`config.mk`:
```
export PLATFORM = sky130hd
export DESIGN_NAME = ifetch_ctrl_flat
export DESIGN_NICKNAME = d
export VERILOG_FILES = /design/src/rtl/ifetch_ctrl_pkg.sv /design/src/rtl/ifetch_ctrl_if.sv /design/src/rtl/ifetch_ctrl_redir_arb.sv /design/src/rtl/ifetch_ctrl.sv /design/src/flat_wrapper.sv
export SDC_FILE = /design/constraint.sdc
export NUM_CORES = 1
export LEC_CHECK = 0
export ABC_AREA = 1
export CELL_PAD_IN_SITES_DETAIL_PLACEMENT = 1
export CELL_PAD_IN_SITES_GLOBAL_PLACEMENT = 1
export CORE_AREA = 3 3 204 146
export DETAILED_ROUTE_END_ITERATION = 8
export DIE_AREA = 0 0 207 149
export PLACE_DENSITY = 0.87
export SETUP_SLACK_MARGIN = 0.02
export SYNTH_ARGS = -nofsm -noshare
export SYNTH_HDL_FRONTEND = slang
export SYNTH_SLANG_ARGS = --single-unit
```
`constraint.sdc`:
```
create_clock -name clk -period 1.5 [get_ports clk]
set_input_delay 0.15 -clock clk [delete_from_list [all_inputs] [get_ports clk]]
set_output_delay 0.15 -clock clk [all_outputs]
set_load 0.01 [all_outputs]
```
`src/rtl/ifetch_ctrl_pkg.sv`:
```
// Shared fetch-sequencer definitions: bus widths, reset level, start PC and FSM encodings.
// Optional build macro for the whole slice: IFETCH_PERF_EN (performance counters).
package ifetch_ctrl_pkg;

    localparam int PC_W_DEF   = 64;
    localparam int INST_W_DEF = 32;

    localparam logic        RST_ACT  = 1'b1;
    localparam logic [63:0] START_PC = 64'h0000_0000_8000_0000;

    typedef enum logic [2:0] {
        ST_IDLE    = 3'd0,
        ST_REQ     = 3'd1,
        ST_WAIT    = 3'd2,
        ST_HOLD    = 3'd3,
        ST_DISCARD = 3'd4
    } fetch_state_e;

endpackage

```
`src/rtl/ifetch_ctrl_if.sv`:
```
// Instruction-fetch bus: request/ready handshake plus a one-cycle response strobe.
interface ifetch_ctrl_if
    import ifetch_ctrl_pkg::*;
#(
    parameter int PC_W   = PC_W_DEF,
    parameter int INST_W = INST_W_DEF
);

    logic              if_req_valid;
    logic [PC_W-1:0]   if_req_addr;
    logic              if_req_ready;
    logic              if_rsp_valid;
    logic [INST_W-1:0] if_rsp_data;

    modport master (
        output if_req_valid,
        output if_req_addr,
        input  if_req_ready,
        input  if_rsp_valid,
        input  if_rsp_data
    );

    modport slave (
        input  if_req_valid,
        input  if_req_addr,
        output if_req_ready,
        output if_rsp_valid,
        output if_rsp_data
    );

endinterface

```
`src/rtl/ifetch_ctrl_redir_arb.sv`:
```
// EX/ID redirect arbiter: EX is the older instruction, so its target always wins.
module redir_arb
    import ifetch_ctrl_pkg::*;
#(
    parameter int PC_W = PC_W_DEF
) (
    input  logic            ex_valid,
    input  logic [PC_W-1:0] ex_pc,
    input  logic            id_valid,
    input  logic [PC_W-1:0] id_pc,
    output logic            ena,
    output logic [PC_W-1:0] pc
);

    always_comb begin
        ena = ex_valid | id_valid;
        pc  = '0;
        if (ex_valid)
            pc = ex_pc;
        else if (id_valid)
            pc = id_pc;
    end

endmodule

```
`src/rtl/ifetch_ctrl.sv`:
```
// Fetch sequencer between PC register, fetch bus and IF/ID: one outstanding fetch, PC stall, redirect flush.
// Define IFETCH_PERF_EN to add the fetch/flush/stall performance counters and their ports.
module ifetch_ctrl
    import ifetch_ctrl_pkg::*;
#(
    parameter int PC_W   = PC_W_DEF,
    parameter int INST_W = INST_W_DEF
) (
    input  logic              clk,
    input  logic              rst,
    input  logic [PC_W-1:0]   pc_i,
    input  logic              ex_redir_valid,
    input  logic [PC_W-1:0]   ex_redir_pc,
    input  logic              id_redir_valid,
    input  logic [PC_W-1:0]   id_redir_pc,
    input  logic              pipe_stall,
    ifetch_ctrl_if.master     bus,
    output logic              redir_ena_o,
    output logic [PC_W-1:0]   redir_pc_o,
    output logic              pc_stall_o,
    output logic              inst_valid_o,
    output logic [INST_W-1:0] inst_o,
    output logic [PC_W-1:0]   inst_pc_o
`ifdef IFETCH_PERF_EN
    ,
    output logic [63:0]       perf_fetch_cnt,
    output logic [63:0]       perf_flush_cnt,
    output logic [63:0]       perf_stall_cnt
`endif
);

    fetch_state_e      state, state_nxt;
    logic [PC_W-1:0]   inst_pc_q, inst_pc_d;
    logic [INST_W-1:0] inst_buf_q, inst_buf_d;
    logic              redir;
    logic              xfer;

    redir_arb #(.PC_W(PC_W)) u_redir_arb (
        .ex_valid (ex_redir_valid),
        .ex_pc    (ex_redir_pc),
        .id_valid (id_redir_valid),
        .id_pc    (id_redir_pc),
        .ena      (redir),
        .pc       (redir_pc_o)
    );

    assign redir_ena_o = redir;

    always_ff @(posedge clk) begin
        if (rst == RST_ACT) begin
            state      <= ST_IDLE;
            inst_pc_q  <= '0;
            inst_buf_q <= '0;
        end else begin
            state      <= state_nxt;
            inst_pc_q  <= inst_pc_d;
            inst_buf_q <= inst_buf_d;
        end
    end

    always_comb begin
        state_nxt        = state;
        inst_pc_d        = inst_pc_q;
        inst_buf_d       = inst_buf_q;
        bus.if_req_valid = 1'b0;
        bus.if_req_addr  = '0;
        inst_valid_o     = 1'b0;
        inst_o           = '0;
        inst_pc_o        = '0;

        case (state)
            ST_IDLE: state_nxt = ST_REQ;

            // Address follows pc_i live; the bus samples it only in the ready cycle.
            ST_REQ: begin
                bus.if_req_valid = 1'b1;
                bus.if_req_addr  = pc_i;
                if (bus.if_req_ready) begin
                    if (redir) begin
                        state_nxt = ST_DISCARD;
                    end else begin
                        state_nxt = ST_WAIT;
                        inst_pc_d = pc_i;
                    end
                end
            end

            // Response is bypassed straight to IF/ID and also buffered in case IF/ID stalls.
            ST_WAIT: begin
                if (bus.if_rsp_valid) begin
                    if (redir) begin
                        state_nxt = ST_REQ;
                    end else begin
                        inst_valid_o = 1'b1;
                        inst_o       = bus.if_rsp_data;
                        inst_pc_o    = inst_pc_q;
                        inst_buf_d   = bus.if_rsp_data;
                        state_nxt    = pipe_stall ? ST_HOLD : ST_REQ;
                    end
                end else if (redir) begin
                    state_nxt = ST_DISCARD;
                end
            end

            ST_HOLD: begin
                if (redir) begin
                    state_nxt = ST_REQ;
                end else begin
                    inst_valid_o = 1'b1;
                    inst_o       = inst_buf_q;
                    inst_pc_o    = inst_pc_q;
                    if (!pipe_stall)
                        state_nxt = ST_REQ;
                end
            end

            // The in-flight response belongs to a squashed path; swallow it.
            ST_DISCARD: begin
                if (bus.if_rsp_valid)
                    state_nxt = ST_REQ;
            end

            default: state_nxt = ST_IDLE;
        endcase
    end

    assign xfer       = inst_valid_o & ~pipe_stall & ~redir;
    assign pc_stall_o = ~xfer;

`ifdef IFETCH_PERF_EN
    logic drop;

    // A redirect kills a just-accepted request, an in-flight fetch or a held instruction.
    assign drop = redir & (((state == ST_REQ) & bus.if_req_ready) |
                           (state == ST_WAIT) | (state == ST_HOLD));

    always_ff @(posedge clk) begin
        if (rst == RST_ACT) begin
            perf_fetch_cnt <= '0;
            perf_flush_cnt <= '0;
            perf_stall_cnt <= '0;
        end else begin
            perf_fetch_cnt <= perf_fetch_cnt + {63'd0, xfer};
            perf_flush_cnt <= perf_flush_cnt + {63'd0, drop};
            perf_stall_cnt <= perf_stall_cnt + {63'd0, inst_valid_o & pipe_stall};
        end
    end
`endif

endmodule
```
`src/flat_wrapper.sv`:
```
// flat-port wrapper written by rule: the top's interface ports become plain ports
module ifetch_ctrl_flat import ifetch_ctrl_pkg::*;
#(
    parameter int PC_W   = PC_W_DEF,
    parameter int INST_W = INST_W_DEF
)
  (clk, rst, pc_i, ex_redir_valid, ex_redir_pc, id_redir_valid, id_redir_pc, pipe_stall, redir_ena_o, redir_pc_o, pc_stall_o, inst_valid_o, inst_o, inst_pc_o, bus_if_req_valid, bus_if_req_addr, bus_if_req_ready, bus_if_rsp_valid, bus_if_rsp_data);
  ifetch_ctrl_if #(.PC_W(PC_W), .INST_W(INST_W)) bus_i ();
  input  logic clk;
  input  logic rst;
  input  logic [PC_W-1:0] pc_i;
  input  logic ex_redir_valid;
  input  logic [PC_W-1:0] ex_redir_pc;
  input  logic id_redir_valid;
  input  logic [PC_W-1:0] id_redir_pc;
  input  logic pipe_stall;
  output logic redir_ena_o;
  output logic [PC_W-1:0] redir_pc_o;
  output logic pc_stall_o;
  output logic inst_valid_o;
  output logic [INST_W-1:0] inst_o;
  output logic [PC_W-1:0] inst_pc_o;
  output wire logic [$bits(bus_i.if_req_valid)-1:0] bus_if_req_valid;
  output wire logic [$bits(bus_i.if_req_addr)-1:0] bus_if_req_addr;
  input wire logic [$bits(bus_i.if_req_ready)-1:0] bus_if_req_ready;
  input wire logic [$bits(bus_i.if_rsp_valid)-1:0] bus_if_rsp_valid;
  input wire logic [$bits(bus_i.if_rsp_data)-1:0] bus_if_rsp_data;
  assign bus_if_req_valid = bus_i.if_req_valid;
  assign bus_if_req_addr = bus_i.if_req_addr;
  assign bus_i.if_req_ready = bus_if_req_ready;
  assign bus_i.if_rsp_valid = bus_if_rsp_valid;
  assign bus_i.if_rsp_data = bus_if_rsp_data;
  ifetch_ctrl #(.PC_W(PC_W), .INST_W(INST_W)) u_core (.clk(clk), .rst(rst), .pc_i(pc_i), .ex_redir_valid(ex_redir_valid), .ex_redir_pc(ex_redir_pc), .id_redir_valid(id_redir_valid), .id_redir_pc(id_redir_pc), .pipe_stall(pipe_stall), .bus(bus_i), .redir_ena_o(redir_ena_o), .redir_pc_o(redir_pc_o), .pc_stall_o(pc_stall_o), .inst_valid_o(inst_valid_o), .inst_o(inst_o), .inst_pc_o(inst_pc_o));
endmodule
```
== Word level (Yosys, flattened, before mapping) ==
Index checks and enable logic that the tools add are counted.
Storage, ports and cells
  register bits after elaboration: 99
  word-level logic and storage cells: 45
Operators by class
  equal/unequal tests: 8
  mux-type cells: 24
  bitwise logic cells: 6
  reduce and logical (&&, ||, !) cells: 4
Operators by type and width (count)
  two-way mux 64 bit: 5
  one-hot mux 64 bit (2 select lines): 1
  two-way mux 32 bit: 3
  one-hot mux 32 bit (2 select lines): 1
  two-way mux 3 bit: 8
  one-hot mux 3 bit (5 select lines): 1
  == test 3 x 2 -> 1 bit (second input constant): 2
  != test 3 x 2 -> 1 bit (second input constant): 2
  AND reduction 3 bit: 2
  != test 2 bit (second input constant): 2
  AND reduction 4 bit: 1
  == test 3 x 1 -> 1 bit (second input constant): 1
  == test 3 bit (second input constant): 1
  zero test 3 bit: 1
  two-way mux 1 bit: 3
  NOT 1 bit: 3
  AND 1 bit: 2
  two-way mux 2 bit: 1
  one-hot mux 1 bit (2 select lines): 1
  OR 1 bit: 1

== Longest topological paths before layout ==
Gate-level depths: netlist (run 1).
  depth in word-level cells: 7
  depth in mapped cells: 8
  depth with buffers taken out: 7

== By module ==
From an unflattened synthesis (run 1), not the netlist that was laid out.
Unflattened totals
  cell total of the unflattened synthesis: 949
  area total of the unflattened synthesis: 5921.9 um2
Modules (own cells, without submodules)
  ifetch_ctrl: instances 1, cells an instance 735, area each 4921.0 um2, sequential area each 1981.9 um2
  redir_arb: instances 1, cells an instance 214, area each 1001.0 um2, sequential area each 0.0 um2

== Worst setup path after synthesis (run 1) ==
OpenSTA, ideal clock, no wires.
  kind: reg2out
  start: reg u_core.state[0]
  end: out inst_pc_o[31]
  arrival: 1.202 ns
  path slack: 0.148 ns
  stages on the path, launching flop included: 7
  cells stage by stage: dfxtp_1 -> inv_1 -> a21oi_2 -> inv_1 -> buf_2 -> buf_2 -> nor2_1
On the way
  cells in the longest elaborated chain, start to end: 2
  elaborated cells on any way between the ends: 3
  those cells by class: 2 x eq/ne; 1 x mux
Ends and longest elaborated chain
  start, declared: RTL line ifetch_ctrl.sv:32  | fetch_state_e state, state_nxt;
  start signal, assigned: RTL line ifetch_ctrl.sv:55  | state <= state_nxt;
  == test 3 x 2 -> 1 bit: RTL line ifetch_ctrl.sv:71  | case (state)
  one-hot mux 64 bit (2 select lines) (*): RTL line ifetch_ctrl.sv:71
  end, declared: RTL line flat_wrapper.sv:22  | output logic [PC_W-1:0] inst_pc_o;
Every way passes the cells marked *; elsewhere a longest branch is shown, timed or not.

== Worst setup path in the final report (run 1) ==
  start: reg u_core.state[2]
  end: out inst_pc_o[35]
The elaborated chain is that of the path after synthesis.

==> metrics, run 1 <==
outcome=complete, but fails checks; failing checks=negative setup slack; TritonCTS Buffers=9; register area share after synthesis=between 30 and 40%; Max Root-Sink Buffers=2; hold crit path type=in2reg; syn_area_per_cell=roughly 5.7 um^2; Final Instance Area=around 0.013 mm^2; GRT Residual Overflow=0; Pleak=0.00575 uW; DR pass1 iterations=4; DIE WIDTH=about 210 um; top cells by area, synth=dfxtp_1 (34%), nand2_1 (18%), nor2_1 (17%); cell row count=51; Routed Antenna Nets=0; Peak VDD IR=486 uV; worst slew pin tran=between 300 and 400 ps; Sw Pwr=between 3000 and 4000 uW; H-Tree Depth=3; hold depth=3; gr usage total=between 15 and 20%; setup TNS=-57010 ps; clock slew at reported path FFs=80 ps; largest net degree at the start of global routing=56; share of cells above drive strength 1=between 20 and 30%; Ports=459; max-slew violations=0; Layout area overhead=116%; Syn Std Cell Area=0.00584 mm^2; Netlist cell types=19; Total Nets Final=approximately 1800; Tcrit/Tclk final=123%; routed vias=a little under 9000; initial drt markers=350; CP Class=reg2out; WL/cell=about 19 um; cells on worst reg2reg path=11; root cell of the clock tree=clkbuf_16; Net Count, Synth=1255; Yosys warning count=0; Max Clock Freq=roughly 540 MHz; flops & latches, synth=between 90 and 100; vias in the first global route=just under 9000; Cell Pwr Density=around 800 mW/mm^2; minimum clock period=~1800 ps; CP Data Required Time=approximately 1400 ps; TritonCTS clock tree=built; Initial Util=21.0%; leading area contributor after synthesis=dfxtp_1; vias per cell=around 4.5; endpoints failing hold=0; port bufs=around 460; sw frac=37.7%; Setup Skew=between 6 and 7 ps; Arr. time, crit path=approximately 1700 ps; die area=0.0308 mm^2; RSZ-0062 raised after global routing=yes; Gate power share=just under 50%; post-synthesis cell count=just over 1000; # setup viols final=290; critical path launch point type=flop; Seq pwr share=between 20% and 30%; Int Pwr=about 6300 uW; Slew headroom=between 70% and 80%; global placer's final weighted congestion=between 0.8 and 0.9; Post-Place Worst Slack=-609 ps; clock latency on the worst-skew pair=between 300 and 400 ps; hpwl dp=~25 mm; Yosys top cell area share=approximately 34%; global-route wire length before repair=49.0 mm; core area=approximately 0.028 mm^2; Clock Power Share=between 20% and 30%; max-cap viol count=0; largest fanout on the critical path=12; die height=~150 um; Worst setup EP type=primary output; final wirelength=37.3 mm; worst setup slack after layout=-345 ps; drc violations=0; Worst R2R Setup Slack=-230 ps; Sink Count=99; DP Area=0.0115 mm^2; initial antenna violation count=1
path summary, 6_finish.rpt:
kind / startpoint / to
max: u_core.state[2]$_SDFFE_PP0P_ / inst_pc_o[35]
min: bus_if_rsp_data[31] / u_core.inst_buf_q[31]$_SDFFE_PP0P_
max reg2reg: u_core.state[1]$_SDFFE_PP0P_ / u_core.inst_pc_q[12]$_SDFFE_PP0P_
min reg2reg: u_core.inst_buf_q[0]$_SDFFE_PP0P_ / u_core.inst_buf_q[0]$_SDFFE_PP0P_
power by group through the flow:
stage	Clock, uW	Combinational, uW	Sequential (uW)
3_5_place_dp	0	4080	2940
5_1_grt	2500	5220	2920
3_3_place_gp	0	3980	2930
2_1_floorplan	0	1550	2920
4_1_cts	2380	4260	2890
6_report	2290	4920	2900
state kept, by name, indices dropped and copies added (netlist names):
register and flops:
u_core.state 3, u_core.inst_buf_q 32, u_core.inst_pc_q 64
cell families (layout without fill, tap and decap cells):
| kind of cell | Yosys count | in the layout | synth area share (%) |
|---|---|---|---|
| AND/OR/NAND/NOR | 655 | 655 | 44.7 |
| buffers and inverters | 168 | 710 | 12.6 |
| AO/OA/AOI/OAI | 102 | 102 | 8.80 |
| flip-flops | 99 | 99 | 33.9 |
| other | 0 | 1 | 0 |
final cells by class:
cell class	instances	area [um^2]
diodes	1	2.50
clock buffers	10	229
clock inverters	6	48.8
fillers	3492	15200
inverters	92	375
multi-input cells	757	3630
flip-flops and latches	99	1990
well taps	371	464
repair buffers	602	5880
what timing repair did:
| item | CTS | global route |
|---|---|---|
| endpoints found under the setup margin | 291 | 292 |
| gates cloned | 3 | 19 |
| pin swaps | 2 | 54 |
| resized for setup | 446 | 381 |
| setup buffers | 4 | 13 |
| hold buffers | 0 | 0 |
cell usage in the layout (no fill, tap or decap), types with 39 or more instances in the layout:
master           Yosys  layout
buf_2               17      85
buf_4               10      99
buf_6                6      41
clkdlybuf4s15_2      0      39
clkdlybuf4s50_1      0     290
dfxtp_1             99      96
inv_1               89      83
nand2_1            285     236
nand3_1             99      99
nor2_1             262     202
nor2_2               3      56
o21ai_1             60      50
Yosys cell counts:
cell type and count:
o21ai_0 5, nand3_1 99, a21oi_1 36, a21oi_2 1, o21ai_1 60, buf_2 17, buf_4 10, inv_1 89
buf_1 7, nand3_2 2, dfxtp_1 99, inv_2 3, nand2_1 285, buf_6 6, nand4_1 3, nor2_2 3
nand2_2 1, nor2_1 262, clkbuf_1 36
stage by stage:
stage	std cells	total power (uW)	util, %	hold WS (ps)
2_1_floorplan	1024	4470	-	296
3_3_place_gp	1883	6910	41.4	450
3_5_place_dp	1883	7020	41.4	461
4_1_cts	1906	9530	42.8	377
5_1_grt	1938	10600	45.3	401
6_report	1938	10100	45.3	401
routing by layer:
metal  up-vias  share of wire, %  track usage, %
met4         0               2.2            5.46
li1       4227                 -               -
met2       301                48            34.4
met5         -                 0               0
met1      4167                44            24.7
met3        45               5.8            5.19
worst max-delay path: stages (launching register included):
cell and delay [ps]:
dfxtp_2 330, inv_2 70, nand2_4 80, a21oi_4 190
inv_4 100, clkbuf_16 200, nor2_1 120, clkdlybuf4s15_2 240
Power figures use the tool's default switching activity.
==> inputs of run 2 (changes only) <==
--- a/config.mk
+++ b/config.mk
@@ -9,6 +9,7 @@
 export CELL_PAD_IN_SITES_DETAIL_PLACEMENT = 1
 export CELL_PAD_IN_SITES_GLOBAL_PLACEMENT = 1
 export CORE_AREA = 3 3 204 146
+export CTS_CLUSTER_DIAMETER = 200
 export DETAILED_ROUTE_END_ITERATION = 8
 export DIE_AREA = 0 0 207 149
 export PLACE_DENSITY = 0.87
==> results of run 2 <==
No change in the layout: final DEF, timing and power equal those of run 1.
==> inputs of run 3 (changes only) <==
--- a/config.mk
+++ b/config.mk
@@ -8,10 +8,10 @@
 export ABC_AREA = 1
 export CELL_PAD_IN_SITES_DETAIL_PLACEMENT = 1
 export CELL_PAD_IN_SITES_GLOBAL_PLACEMENT = 1
-export CORE_AREA = 3 3 204 146
+export CORE_AREA = 5 5 206 148
 export CTS_CLUSTER_DIAMETER = 200
 export DETAILED_ROUTE_END_ITERATION = 8
-export DIE_AREA = 0 0 207 149
+export DIE_AREA = 0 0 211 153
 export PLACE_DENSITY = 0.87
 export SETUP_SLACK_MARGIN = 0.02
 export SYNTH_ARGS = -nofsm -noshare
==> run 3 against run 2 <==
  * The run still ends with negative setup slack left
  * Clock skew is 1.0 ps higher
  * Largest power group unchanged
  * Combinational power grew 44%
  * Critical path depth is 1 higher
  * Sequential share of layout area is 1.9 points lower
  * Register-to-register slack worse by 190 ps
  * Flip-flop and latch count did not move
  * Die area up 4.7%
  * Global-route usage increased by 1.7 points
  * Sequential power barely moved
==> metrics, run 3 (synthesis results as in run 1) <==
outcome=complete, but fails checks; failing checks=negative setup slack; DP Area=around 0.011 mm^2; Fill cells=about 3400; endpoints failing hold=0; most common cell after layout, fill and taps aside=clkdlybuf4s50_1; H-Tree Depth=3; Max Root-Sink Buffers=2; Layout area overhead=144%; routed vias=around 9400; Routed Antenna Nets=0; Max Clock Freq=506 MHz; global-route wire length before repair=around 55 mm; TritonCTS Buffers=9; Slew headroom=~70%; clock latency on the worst-skew pair=between 300 and 400 ps; Worst setup EP type=primary output; Largest regs=u_core.inst_pc_q x64, u_core.inst_buf_q x32, u_core.state x3; commonest cells after routing, fill and taps aside=clkdlybuf4s50_1 (293), nand2_1 (232), nor2_1 (151); Arr. time, crit path=approximately 1800 ps; largest register by flop count=u_core.inst_pc_q; Initial Util=between 20% and 30%; DIE WIDTH=roughly 210 um; share of cells above drive strength 1=around 38%; Final Instance Area=around 0.014 mm^2; DR pass1 iterations=5; critical path launch point type=flop; CP bufs+invs=6; CP Class=reg2out; max-cap viol count=0; gr usage total=about 22%; die area=0.0323 mm^2; Cell Pwr Density=863 mW/mm^2; worst setup slack after layout=-475 ps; Total Nets Final=approximately 1900; end of the worst hold path=u_core.inst_pc_q[29]$_SDFFE_PP0P_; TritonCTS clock tree=built; max-slew violations=0; Power Total=roughly 12000 uW; initial drt markers=about 420; cells on worst reg2reg path=11; Peak VDD IR=599 uV; Slowest Stage Delay on Critical Path=about 340 ps; largest net degree at the start of global routing=60; # setup viols final=between 300 and 400; Setup Skew=roughly 7.5 ps; vias in the first global route=~9600; hold depth=3; vias per cell=4.68; hold_buf cts=0; Sink Count=99; minimum clock period=1980 ps; cell row count=52; worst slew pin tran=around 430 ps; multi-input logic area=about 0.0043 mm^2; Worst R2R Setup Slack=-420 ps; drc violations=0; CP Data Required Time=approximately 1400 ps; hpwl dp=26.0 mm; reg2reg start=u_core.state[2]$_SDFFE_PP0P_; Largest register FFs=between 60 and 70; RSZ-0062 raised after global routing=yes; family with the most delay on the worst path=buffers and inverters; R2R Path End=u_core.inst_pc_q[37]$_SDFFE_PP0P_; Hold Crit Start=pc_i[29]; initial antenna violation count=4; FF/Latch Area=0.00199 mm^2; Post-Place Worst Slack=-612 ps; root cell of the clock tree=clkbuf_16; worst-path cell chain=inv_4 > buf_6 > nand3_4 > buf_16 > buf_12 > buf_4 > nor2_2 > buf_2; GRT Residual Overflow=0; Tcrit/Tclk final=132%; largest fanout on the critical path=7; die height=~150 um; clock slew at reported path FFs=~80 ps; Ports=between 400 and 500; port bufs=roughly 460; WL/cell=roughly 22 um; global placer's final weighted congestion=0.832; hold crit path type=in2reg; core area=~0.028 mm^2; final wirelength=44.4 mm; Pleak=between 0.006 and 0.007 uW; slowest stage cell on the critical path=dfxtp_2
-- run 3: cell types whose count changed in the layout (fill, tap and decap cells not counted), sizes merged, moves of 2 or more --
cell / delta
buf: +112
clkdlybuf4s15: -39
clkbuf: -6
clkdlybuf4s50: +3
clkinvlp: +2
diode: +2
dlymetal6s2s: -2
-- run 3: report_power, final --
group          leakage [uW]  switching [uW]  internal, uW
Clock              0.000123            1180          1140
Sequential         0.000801             122          2790
Combinational       0.00546            3440          3650
Total               0.00639            4750          7580
-- run 3: repair_timing --
item / CTS / global route
endpoints found under the setup margin: 290 / 325
endpoints found under the hold margin: 0 / 0
gates resized for setup: 575 / 570
buffers inserted: 35 / 52
pin swaps: 16 / 37
gates cloned: 12 / 18
-- run 3: area by class of cell --
class / count / share of cell area [%]
well taps: 378 / 3.31
multi-input cells: 757 / 29.8
flip-flops and latches: 99 / 13.9
clock inverters: 6 / 0.350
inverters: 92 / 2.59
repair buffers: 669 / 48.4
diodes: 3 / 0.0526
clock buffers: 10 / 1.60
-- run 3: how the worst max path moves through the flow --
stage | start | endpoint | slack, ps | cells after the start
2_1_floorplan | u_core.state[0]$_SDFFE_PP0P_ | inst_pc_o[31] | 150 | 6
5_1_grt | u_core.state[2]$_SDFFE_PP0P_ | bus_if_req_addr[13] | -540 | 8
6_report | u_core.state[2]$_SDFFE_PP0P_ | bus_if_req_addr[13] | -480 | 8
3_3_place_gp | bus_if_rsp_valid | inst_pc_o[2] | -530 | 7
3_5_place_dp | bus_if_rsp_valid | inst_pc_o[63] | -610 | 7
4_1_cts | u_core.state[2]$_SDFFE_PP0P_ | bus_if_req_addr[6] | -460 | 6
-- run 3: through the flow --
stage | utilization [%] | TNS (ps) | instances | hold WS (ps)
CTS | 43.7 | -83520 | 1949 | 404
global placement | 40.5 | -68100 | 1888 | 452
floorplan | - | 0 | 1024 | 296
detailed placement | 40.5 | -77280 | 1888 | 458
finish | 50.4 | -86950 | 2014 | 428
global route | 50.4 | -109620 | 2014 | 418
-- run 3: worst min-delay path, cell delays in order --
cell and delay [ps]:
clkdlybuf4s50_1 420, o21ai_1 130, nor2_1 40
-- run 3: per-layer routing --
| layer | routed length (um) | up-vias | GRT usage [%] | part of all wire [%] |
|---|---|---|---|---|
| met2 | 22600 | 379 | 38.9 | 51 |
| li1 | - | 4373 | - | - |
| met5 | 11 | - | 0 | 0.025 |
| met1 | 17600 | 4570 | 25.6 | 40 |
| met4 | 1420 | 2 | 5.34 | 3.2 |
| met3 | 2860 | 96 | 5.51 | 6.4 |
